`config.mk`:
```
export PLATFORM = sky130hd
export DESIGN_NAME = master_counter_tx
export DESIGN_NICKNAME = d
export VERILOG_FILES = /design/src/rtl/spi_link_pkg.sv /design/src/rtl/spi_master_byte.sv /design/src/rtl/master_counter_tx.sv
export SDC_FILE = /design/constraint.sdc
export NUM_CORES = 1
export LEC_CHECK = 0
export CAP_MARGIN = 20
export CORE_MARGIN = 4
export CORE_UTILIZATION = 55
export DETAILED_ROUTE_END_ITERATION = 6
export GPL_ROUTABILITY_DRIVEN = 0
export HOLD_SLACK_MARGIN = 0.06
export PLACE_DENSITY = 0.78
export SYNTH_ARGS = -nofsm -noshare
export SYNTH_HDL_FRONTEND = slang
export SYNTH_SLANG_ARGS = --single-unit
```
`constraint.sdc`:
```
create_clock -name clk -period 5.1 [get_ports clk]
set_clock_uncertainty 0.2 [all_clocks]
set_input_delay 1.275 -clock clk [delete_from_list [all_inputs] [get_ports clk]]
set_output_delay 1.275 -clock clk [all_outputs]
set_load 0.005 [all_outputs]
```
`src/rtl/spi_link_pkg.sv`:
```
// Shared types and helpers for the SPI up-counter link.
// Used by the master source and by the slave-side reassembly.
package spi_link_pkg;

    localparam int COUNT_W = 14;
    localparam int BYTE_W  = 8;

    typedef enum logic [2:0] {
        IDLE,
        SHIFT0,
        GAP,
        SHIFT1,
        HOLD,
        SPACE
    } link_state_t;

    typedef struct packed {
        logic [BYTE_W-1:0] hi;
        logic [BYTE_W-1:0] lo;
    } frame_bytes_t;

    function automatic frame_bytes_t split_count(
        input logic [COUNT_W-1:0] value
    );
        frame_bytes_t fb;
        fb.hi = {2'b00, value[COUNT_W-1:BYTE_W]};
        fb.lo = value[BYTE_W-1:0];
        return fb;
    endfunction

    function automatic logic [COUNT_W-1:0] join_count(
        input frame_bytes_t fb
    );
        return {fb.hi[COUNT_W-BYTE_W-1:0], fb.lo};
    endfunction

endpackage

```
`src/rtl/spi_master_byte.sv`:
```
// One SPI mode-0 byte shifter: sclk/mosi generation and a done strobe.
// MISO_CAPTURE_EN builds a 16-bit miso shift register sampled on sclk rise.
module spi_master_byte
    import spi_link_pkg::*;
#(
    parameter int SCLK_DIV = 4
) (
    input  logic                clk,
    input  logic                reset,
    input  logic                load,
    input  logic [BYTE_W-1:0]   load_data,
    input  logic                start,
    input  logic                miso,
    output logic                sclk,
    output logic                mosi,
    output logic                done,
    output logic [2*BYTE_W-1:0] rx_shift
);

    localparam int HW = (SCLK_DIV > 1) ? $clog2(SCLK_DIV) : 1;
    localparam logic [HW-1:0] HALF_LAST = HW'(SCLK_DIV - 1);

    logic              busy;
    logic [HW-1:0]     half_cnt;
    logic [2:0]        bit_idx;
    logic [BYTE_W-1:0] shreg;
    logic              half_end;
    logic              rise;
    logic              fall;

    assign half_end = busy && (half_cnt == HALF_LAST);
    assign rise     = half_end && !sclk;
    assign fall     = half_end && sclk;
    assign done     = fall && (bit_idx == 3'd7);

    always_ff @(posedge clk) begin
        if (reset) begin
            busy     <= 1'b0;
            half_cnt <= '0;
            bit_idx  <= '0;
            sclk     <= 1'b0;
        end else if (start) begin
            busy     <= 1'b1;
            half_cnt <= '0;
            bit_idx  <= '0;
            sclk     <= 1'b0;
        end else if (busy) begin
            half_cnt <= half_end ? '0 : half_cnt + 1'b1;
            if (rise) begin
                sclk <= 1'b1;
            end
            if (fall) begin
                sclk    <= 1'b0;
                bit_idx <= bit_idx + 3'd1;
                if (bit_idx == 3'd7) begin
                    busy <= 1'b0;
                end
            end
        end
    end

    // A load on the last falling edge wins, so the next byte's MSB
    // is presented exactly at that fall.
    always_ff @(posedge clk) begin
        if (reset) begin
            shreg <= '0;
            mosi  <= 1'b0;
        end else if (load) begin
            shreg <= load_data;
            mosi  <= load_data[BYTE_W-1];
        end else if (fall && (bit_idx != 3'd7)) begin
            shreg <= {shreg[BYTE_W-2:0], 1'b0};
            mosi  <= shreg[BYTE_W-2];
        end
    end

`ifdef MISO_CAPTURE_EN
    always_ff @(posedge clk) begin
        if (reset) begin
            rx_shift <= '0;
        end else if (rise) begin
            rx_shift <= {rx_shift[2*BYTE_W-2:0], miso};
        end
    end
`else
    logic unused_miso;
    assign unused_miso = miso;
    assign rx_shift    = '0;
`endif

endmodule

```
`src/rtl/master_counter_tx.sv`:
```
// Decimal up-counter that ships every new value as a two-byte SPI frame.
// MISO_CAPTURE_EN enables capture of the slave's reply into o_rx_data.
module master_counter_tx
    import spi_link_pkg::*;
#(
    parameter int TICK_DIV  = 10_000_000,
    parameter int SCLK_DIV  = 4,
    parameter int COUNT_MAX = 9999
) (
    input  logic               clk,
    input  logic               reset,
    input  logic               i_run,
    input  logic               i_clear,
    output logic               sclk,
    output logic               mosi,
    input  logic               miso,
    output logic               ss,
    output logic [COUNT_W-1:0] o_counter,
    output logic               o_busy,
    output logic [15:0]        o_rx_data
);

    localparam int DIV_W = (TICK_DIV > 1) ? $clog2(TICK_DIV) : 1;
    localparam int TW    = $clog2(2 * SCLK_DIV);

    localparam logic [DIV_W-1:0]   DIV_LAST   = DIV_W'(TICK_DIV - 1);
    localparam logic [COUNT_W-1:0] COUNT_LAST = COUNT_W'(COUNT_MAX);
    localparam logic [TW-1:0]      HALF_LAST  = TW'(SCLK_DIV - 1);
    localparam logic [TW-1:0]      SPACE_LAST = TW'(2 * SCLK_DIV - 1);

    logic [DIV_W-1:0]   div_q;
    logic [COUNT_W-1:0] count_q;
    logic [COUNT_W-1:0] snap;
    logic               pending;
    logic               tick;

    link_state_t        state_q;
    link_state_t        state_d;
    logic [TW-1:0]      timer_q;
    logic [TW-1:0]      timer_d;
    logic               ss_q;
    logic               ss_fall;
    logic               ss_rise;
    logic               frame_done;

    logic               byte_load;
    logic               byte_start;
    logic [BYTE_W-1:0]  byte_data;
    logic               byte_done;
    logic               mosi_bit;
    logic [15:0]        rx_shift;

    frame_bytes_t       live;
    frame_bytes_t       frame;

    assign tick  = i_run && (div_q == DIV_LAST);
    assign live  = split_count(count_q);
    assign frame = split_count(snap);

    always_ff @(posedge clk) begin
        if (reset) begin
            div_q   <= '0;
            count_q <= '0;
        end else if (i_clear) begin
            div_q   <= '0;
            count_q <= '0;
        end else if (i_run) begin
            div_q <= tick ? '0 : div_q + 1'b1;
            if (tick) begin
                count_q <= (count_q == COUNT_LAST) ? '0 : count_q + 1'b1;
            end
        end
    end

    always_ff @(posedge clk) begin
        if (reset) begin
            state_q    <= IDLE;
            timer_q    <= '0;
            ss_q       <= 1'b1;
            snap       <= '0;
            pending    <= 1'b0;
            frame_done <= 1'b0;
        end else begin
            state_q    <= state_d;
            timer_q    <= timer_d;
            frame_done <= ss_rise;
            if (ss_fall) begin
                ss_q <= 1'b0;
                snap <= count_q;
            end else if (ss_rise) begin
                ss_q <= 1'b1;
            end
            // A request arriving on the start edge must survive it.
            if (i_clear || tick) begin
                pending <= 1'b1;
            end else if (ss_fall) begin
                pending <= 1'b0;
            end
        end
    end

    always_comb begin
        state_d    = state_q;
        timer_d    = '0;
        ss_fall    = 1'b0;
        ss_rise    = 1'b0;
        byte_load  = 1'b0;
        byte_start = 1'b0;
        byte_data  = frame.lo;
        unique case (state_q)
            IDLE: begin
                if (pending) begin
                    ss_fall    = 1'b1;
                    byte_load  = 1'b1;
                    byte_start = 1'b1;
                    byte_data  = live.hi;
                    state_d    = SHIFT0;
                end
            end
            SHIFT0: begin
                if (byte_done) begin
                    byte_load = 1'b1;
                    state_d   = GAP;
                end
            end
            GAP: begin
                if (timer_q == HALF_LAST) begin
                    byte_start = 1'b1;
                    state_d    = SHIFT1;
                end else begin
                    timer_d = timer_q + 1'b1;
                end
            end
            SHIFT1: begin
                if (byte_done) begin
                    state_d = HOLD;
                end
            end
            HOLD: begin
                if (timer_q == HALF_LAST) begin
                    ss_rise = 1'b1;
                    state_d = SPACE;
                end else begin
                    timer_d = timer_q + 1'b1;
                end
            end
            SPACE: begin
                if (timer_q == SPACE_LAST) begin
                    state_d = IDLE;
                end else begin
                    timer_d = timer_q + 1'b1;
                end
            end
            default: state_d = IDLE;
        endcase
    end

    spi_master_byte #(
        .SCLK_DIV (SCLK_DIV)
    ) u_byte (
        .clk       (clk),
        .reset     (reset),
        .load      (byte_load),
        .load_data (byte_data),
        .start     (byte_start),
        .miso      (miso),
        .sclk      (sclk),
        .mosi      (mosi_bit),
        .done      (byte_done),
        .rx_shift  (rx_shift)
    );

    assign ss        = ss_q;
    assign mosi      = ss_q ? 1'b0 : mosi_bit;
    assign o_counter = count_q;
    assign o_busy    = (state_q != IDLE);

`ifdef MISO_CAPTURE_EN
    always_ff @(posedge clk) begin
        if (reset) begin
            o_rx_data <= '0;
        end else if (frame_done) begin
            o_rx_data <= rx_shift;
        end
    end
`else
    logic unused_rx;
    assign unused_rx = ^{rx_shift, frame_done};
    assign o_rx_data = '0;
`endif

endmodule
```
* Yosys cells after proc, flatten, opt, wreduce, memory -nomap -nowiden
Index checks and enable logic that the tools add are counted.
** Storage, ports and cells
- Register bits after elaboration :: 69
- Bits in latches :: 0
- Bits in writable memories :: 0
- Bits in read-only memories :: 0
- Output and inout port bits :: 34
- Word-level logic and storage cells :: 94
- Memories kept :: 0
** Operators by class
- Add/sub/neg operators :: 5
- Multiply operators :: 0
- Divide/modulo/power cells :: 0
- $lt $le $gt $ge :: 0
- Eq/ne operators :: 18
- Shifts and indexed selects :: 0
- Muxes and demuxes :: 37
- Bitwise operators :: 0
- Reductions and logical operators :: 21
** Operators with widths (count)
- $add 24x1->24 const B :: 1
- $eq 24x24->1 const B :: 1
- $mux 24 :: 1
- $mux 3 :: 8
- $mux 1 :: 18
- $pmux 3 s6 :: 1
- $mux 8 :: 2
- $add 14x1->14 const B :: 1
- $eq 14x14->1 const B :: 1
- $mux 14 :: 1
- $mux 7 :: 2
- $eq 3x3->1 const B :: 4
- $ne 2x2->1 const B :: 6
- $eq 3x2->1 const B :: 3
- $reduce_bool 2->1 :: 4
- $add 3x1->3 const B :: 2
- $logic_and 1x1->1 :: 6
- $pmux 3 s2 :: 1
- $reduce_and 2->1 :: 3
- $reduce_and 6->1 :: 1
- $reduce_or 2->1 :: 3
- $pmux 1 s2 :: 2
- $eq 3x1->1 const B :: 1
- $logic_not 3->1 :: 1
- 7 further kinds :: 7

* Depth between registers and ports, before layout
Gate-level depths: netlist (run 1).
- Depth in word-level cells :: 7
- Gate-level depth with buffers :: 8
- Depth with buffers taken out :: 7

* Hierarchy
A second synthesis (run 1) with hierarchy kept.
** Unflattened totals
- Cell total of the unflattened synthesis :: 461
- Area, all modules :: 3841.2 um2
** Modules (own cells, without submodules)
- master_counter_tx :: times used 1, cells each 368, area an instance 2952.8 um2, seq. area each 1081.0 um2
- spi_master_byte :: times used 1, cells each 93, area an instance 888.4 um2, seq. area each 300.3 um2

* Least setup slack after synthesis (run 1)
Ideal clock, no wire load.
- Path kind :: in2reg
- From :: in i_run
- To :: reg count_q[1], in the netlist o_counter[1]
- Library setup time :: 0.070 ns
- Arrival :: 2.484 ns
- Setup slack :: 2.346 ns
- Stages :: 7
- Buffers on the path :: 2
- Cells stage by stage :: buf_2 -> nand4_2 -> nor2_4 -> nand3_1 -> buf_2 -> or3b_1 -> a21oi_1
** On the way
- Cells in the longest elaborated chain, start to end :: 2
** Ends and longest elaborated chain
- start: declaration :: line master_counter_tx.sv:12 : input logic i_run,
- $logic_and 1x1->1 :: line master_counter_tx.sv:56 : assign tick = i_run && (div_q == DIV_LAST);
- $reduce_and 2->1 (no source line) *
- end signal: assignment :: line master_counter_tx.sv:70 : count_q <= (count_q == COUNT_LAST) ? '0 : count_q + 1'b1;
- end: declaration :: line master_counter_tx.sv:32 : logic [COUNT_W-1:0] count_q;
Mark *: on every way between the ends. The rest lies on a longest branch, timed or not.
A chain may end at the register's enable or synchronous reset.

* Worst setup path in the final report (run 1)
- From :: in i_run
- To :: reg div_q[15]
** On the way
- Cells in the longest elaborated chain, start to end :: 2
** Ends and longest elaborated chain
- $logic_and 1x1->1 :: line master_counter_tx.sv:56
- $mux 24 :: line master_counter_tx.sv:68 : div_q <= tick ? '0 : div_q + 1'b1;
- end signal: assignment :: line master_counter_tx.sv:68
- end: declaration :: line master_counter_tx.sv:31 : logic [DIV_W-1:0] div_q;
Parallel ways exist; a longest one is shown, timed or not.

==> results.yml, run 1 <==
synth:
  avgSynthCellArea_um2: 8.27
  synthFlopType: "dfxtp_1"
  yosysTopAreaCellShare_pct: 40.4
  yosysMostFrequentCell: "dfxtp_1"
  ys_warn_count: 0
  ys_ff_latch: 69
  async_flop_share_pct: 0
  post-synth-top-area-cell: "dfxtp_1"
  synthTopCellsByArea: "dfxtp_1 (40%), a21oi_1 (5.4%), nand2_1 (5.4%), xor2_1 (5.4%), nor2_1 (5.1%)"
  ys_types: 51
  synth_common_cells: "dfxtp_1 (69), nand2_1 (49), nor2_1 (46), a21oi_1 (37), xor2_1 (21)"
  synth_area_um2: 3420
  syn-instance-count: 413
  synth-edff-count: 0
  synth-seq-area-share_pct: 40.4
detailed_routing:
  drtPass1Iterations: 4
  wl_per_cell_um: 13.6
  drcViolationCount: 0
  first_iter_violations: 180
  drt_wl_total_mm: 6.88
  vias: 2881
  viasPerCell: 5.69
  drtAntennaViolNets: 0
clock_tree:
  clkLatencyLatePin_ps: 340
  h-tree-depth: 3
  clockRootBuffer: "clkbuf_8"
  clk_path_buf_depth: 2
  cts_hold_buffers: 0
  numCtsBuffers: 9
  post_cts_buffers: 0
  cts_tree: "done"
  clkSinkCount: 69
  cts.repair.resized: 0
  clkSlewWorstSetupHoldPaths_ps: 70
global_route:
  grt_pass1_vias: 2601
  antenna_found_initial: 0
  grt_max_degree: 29
  grt_pass1_wl_mm: 11.6
  grt.overflow.total: 0
  gr-usage-all-layers_pct: 19.0
layout:
  drive_above_1_share_pct: 5.57
  finish.utilization_pct: 62.8
  syn_to_final_growth_pct: 10.1
  multi_input_area_um2: 1850
  regArea_um2: 1380
  layout.cells.non_filler: 506
  fill_cells: 525
  antenna_cells: 0
  fin_nets: 441
floorplan:
  die_x_um: 86.8
  fp.dieH_um: 86.8
  start_util_pct: 57.0
  core-area_um2: 5990
  fp-row-count: 28
  ioPinCount: 39
  dieArea_um2: 7540
timing:
  worstMarginPinSlew_ps: 787
  fmax_mhz: 291
  finalHoldViolCount: 0
  rsz0062_at_grt: "false"
  period_minus_slack_ps: 3430
  setup_viol: 0
  tns_ps: 0
  slew-limit-headroom_pct: 47.5
  holdWs_ps: 234
  slew_viol_final: 0
  min_period_over_period_pct: 67.3
flow_run:
  maxCapViolCount: 0
place:
  port_buffers: 21
  hpwl_mm: 4.71
  placed_cells: 491
min_path:
  hold_class: "flip-flop to flip-flop"
worst_setup_path:
  cpPeakStageDelay_ps: 620
  endpoint_kind: "flip-flop"
  critPathTopFamily: "simple AND/OR/NAND/NOR gates"
  reg2reg_setup_slack_ps: 2640
  worstSetupStartpointType: "input pin"
  crit_path_max_fanout: 21
  slowest_stage: "clkdlybuf4s50_1"
  critical_path_arrival_ps: 3420
  path_buf_inv: 2
  path_cells: "clkdlybuf4s50_1 > nand4_2 > nor2_4 > nand3_1 > buf_4 > nand2b_1 > nor2_1"
  critPathKind: "input pin to flip-flop"
  worst-endpoint-required_ps: 5090
power:
  p_leak_nw: 1.31
  vdd_drop_max_mv: 0.178
  powerDensity_nw_per_um2: 268
status:
  status: "finished clean"
## state kept, by name (all words and copies together) (netlist names), 2 cells and up
register / count
state_q: 3
o_counter: 14
timer_q: 3
u_byte.shreg: 7
u_byte.bit_idx: 3
u_byte.half_cnt: 2
snap: 8
div_q: 24
## power by group
part | internal [mW] | switching [mW]
Clock | 0.223 | 0.191
Combinational | 0.0165 | 0.0264
Sequential | 0.543 | 0.00657
## metal layers
metal	wire length, um	vias to the layer above	global-route usage, %
li1	-	1435	-
met1	3190	1344	24.4
met2	3140	85	29.8
met3	392	17	3.90
met4	161	0	10.2
met5	0	-	0
## placed cells by master, fill, tap and decap left out, types with 2 or more instances in the layout
cell,n
nor4_1,2
nand4_1,11
inv_1,7
a21oi_1,37
xor2_1,21
and4b_1,2
nor3b_1,2
o21ai_0,17
nor3_1,11
mux2i_1,8
nor4b_1,2
dfxtp_1,69
nand3b_1,5
a31oi_1,4
clkbuf_8,9
o32ai_1,2
clkdlybuf4s50_1,21
and3_1,8
nor2b_1,3
ha_1,9
nand2b_1,5
conb_1,16
or3_1,3
nand4b_1,3
a2bb2oi_1,2
clkbuf_1,4
o41ai_1,2
and4_1,2
nand2_1,49
buf_4,3
a21o_1,3
nand3_1,19
nor2_1,46
xnor2_1,4
o21ai_1,2
## final cells by class
class,count,area share [%]
flip-flops and latches,69,36.7
clock buffers,13,3.69
inverters,8,0.798
well taps,75,2.50
repair buffers,24,6.19
multi-input cells,315,49.2
clock inverters,2,0.931
## worst paths after layout
check                                           start                endpoint  cells past startpoint
worst max-delay path                            i_run  div_q[15]$_SDFFE_PP0P_                      7
worst min-delay path            timer_q[0]$_SDFF_PP0_   timer_q[0]$_SDFF_PP0_                      1
worst max register to register  div_q[0]$_SDFFE_PP0P_  div_q[15]$_SDFFE_PP0P_                      7
worst min register to register  timer_q[0]$_SDFF_PP0_   timer_q[0]$_SDFF_PP0_                      1
## cells by family after synthesis
group                      share of synthesized area, %
buffers and inverters                              7.10
xor gates and xnor gates                           6.41
muxes                                              2.67
DFF                                                40.4
other                                             0.110
AOI/OAI and AO/OA                                  12.5
adders and majority gates                          3.30
and+or+nand+nor                                    27.5
## through the flow
stage / instance area, um^2 / setup WS, ps / total power [mW]
3_3_place_gp: 3590 / 1410 / 0.603
4_1_cts: 3760 / 1660 / 1.01
3_5_place_dp: 3590 / 1290 / 0.605
6_report: 3760 / 1670 / 1.01
2_1_floorplan: 3470 / 2350 / 0.602
5_1_grt: 3760 / 1460 / 1.05
## worst register-to-register path: stages, from the launching register on
cell and delay, ps:
dfxtp_1 420, ha_1 260, nand3_1 140, nor2_4 240, nand3_1 120, buf_4 220
nand2b_1 580, nor2_1 130
Power figures use the tool's default switching activity.
==> run 2: changes to the inputs <==
--- a/config.mk
+++ b/config.mk
@@ -7,11 +7,11 @@
 export LEC_CHECK = 0
 export CAP_MARGIN = 20
 export CORE_MARGIN = 4
-export CORE_UTILIZATION = 55
+export CORE_UTILIZATION = 50
 export DETAILED_ROUTE_END_ITERATION = 6
 export GPL_ROUTABILITY_DRIVEN = 0
 export HOLD_SLACK_MARGIN = 0.06
-export PLACE_DENSITY = 0.78
+export PLACE_DENSITY = 0.75
 export SYNTH_ARGS = -nofsm -noshare
 export SYNTH_HDL_FRONTEND = slang
 export SYNTH_SLANG_ARGS = --single-unit
==> constraint.sdc (replaced) <==
create_clock -name clk -period 2.8 [get_ports clk]
set_clock_uncertainty 0.2 [all_clocks]
set_input_delay 0.7 -clock clk [delete_from_list [all_inputs] [get_ports clk]]
set_output_delay 0.7 -clock clk [all_outputs]
set_load 0.005 [all_outputs]
==> results.yml, run 2 (same netlist as run 1, synthesis figures left out) <==
power:
  p_total_mw: 1.98
  vdd_drop_max_mv: 0.270
  netSwitchingPower_mw: 0.419
  powerDensity_nw_per_um2: 510
  intPower_mw: 1.56
  p_leak_nw: 1.38
  p_comb_share_pct: 4.2
  swShare_pct: 21.2
  p_seq_share_pct: 50.7
  clkPwrFrac_pct: 45.1
clock_tree:
  cts.repair.resized: 0
  clkLatencyLatePin_ps: 330
  clk_path_buf_depth: 2
  h-tree-depth: 3
  cts_tree: "done"
  clkSinkCount: 69
  post_cts_buffers: 0
  cts_hold_buffers: 0
  clkSlewWorstSetupHoldPaths_ps: 70
  numCtsBuffers: 9
  clockRootBuffer: "clkbuf_8"
floorplan:
  ioPinCount: 39
  fp.dieH_um: 90.7
  core-area_um2: 6490
  dieArea_um2: 8220
  start_util_pct: 52.6
  die_x_um: 90.7
  fp-row-count: 29
detailed_routing:
  wl_per_cell_um: 13.3
  drt_wl_total_mm: 6.87
  drcViolationCount: 0
  drtAntennaViolNets: 0
  first_iter_violations: 163
  vias: 2858
  viasPerCell: 5.55
  drtPass1Iterations: 4
flow_run:
  maxCapViolCount: 0
timing:
  setup_viol: 0
  rsz0062_at_grt: "false"
  fmax_mhz: 395
  period_minus_slack_ps: 2530
  min_period_over_period_pct: 90.4
  holdWs_ps: 238
  worstMarginPinSlew_ps: 674
  slew-limit-headroom_pct: 54.7
  tns_ps: 0
  slew_viol_final: 0
  finalHoldViolCount: 0
status:
  status: "finished clean"
layout:
  regArea_um2: 1380
  fin_nets: 447
  layout_commonest_cell: "dfxtp_1"
  drive_above_1_share_pct: 7.99
  largest_reg_flops: 24
  syn_to_final_growth_pct: 13.5
  antenna_cells: 0
  regMostFlops: "div_q"
  layout_common_cells: "dfxtp_1 (69), nand2_1 (49), nor2_1 (46)"
  multi_input_area_um2: 1850
  fill_cells: 573
  finish.utilization_pct: 59.7
global_route:
  grt_max_degree: 28
  antenna_found_initial: 0
  grt_pass1_wl_mm: 12.0
  gr-usage-all-layers_pct: 17.5
  grt_pass1_vias: 2722
  grt.overflow.total: 0
worst_setup_path:
  r2r_cells: 7
  critPathKind: "flip-flop to primary output"
  slowest_stage: "clkdlybuf4s50_1"
  cp_num_cells: 2
  worstSetupStartpointType: "flip-flop"
  reg2reg_setup_slack_ps: 530
  critPathTopFamily: "buffers and inverters"
  cpPeakStageDelay_ps: 460
  crit_path_max_fanout: 10
  worst-endpoint-required_ps: 1900
  critical_path_arrival_ps: 1630
  endpoint_kind: "primary output"
  path_cells: "or3_1 > clkdlybuf4s50_1"
  path_buf_inv: 1
min_path:
  hold_class: "flip-flop to flip-flop"
  min_path_cells: 1
place:
  hpwl_mm: 4.77
  port_buffers: 21
-- run 2: power groups by stage --
stage               registers, mW  clock network (mW)  logic [mW]
finish                       1.00               0.892      0.0832
global route                 1.00               0.966      0.0938
CTS                          1.00               0.916      0.0830
detailed placement           1.02                   0      0.0828
global placement             1.02                   0      0.0807
floorplan                    1.02                   0      0.0790
-- run 2: path summary, 6_finish.rpt --
check | end | from
setup / recovery | o_busy | state_q[2]$_SDFFE_PP0P_
hold / removal | timer_q[0]$_SDFF_PP0_ | timer_q[0]$_SDFF_PP0_
setup reg to reg | o_counter[0]$_SDFFE_PP0P_ | o_counter[0]$_SDFFE_PP0P_
hold reg to reg | timer_q[0]$_SDFF_PP0_ | timer_q[0]$_SDFF_PP0_
-- run 2: per-stage QoR --
stage	cell area, um^2	cells	setup slack [ps]
after CTS	3880	515	262
after detailed placement	3650	499	143
after floorplan	3470	428	621
final	3880	515	269
after global placement	3650	499	200
after global routing	3880	515	194
-- run 2: per-layer routing --
metal	up-vias	wire length, um	track usage (%)	part of all wire, %
met5	-	0	0	0
met4	0	136	8.42	2.0
met3	14	295	4.00	4.3
met2	69	3240	28.1	47
met1	1332	3200	22.0	47
li1	1443	-	-	-
-- run 2: final cells by class --
| type | instances | area share (%) |
|---|---|---|
| clock inverters | 2 | 0.968 |
| clock buffers | 14 | 4.97 |
| well taps | 77 | 2.48 |
| multi-input cells | 315 | 47.7 |
| flip-flops and latches | 69 | 35.6 |
| repair buffers | 30 | 7.49 |
| inverters | 8 | 0.774 |
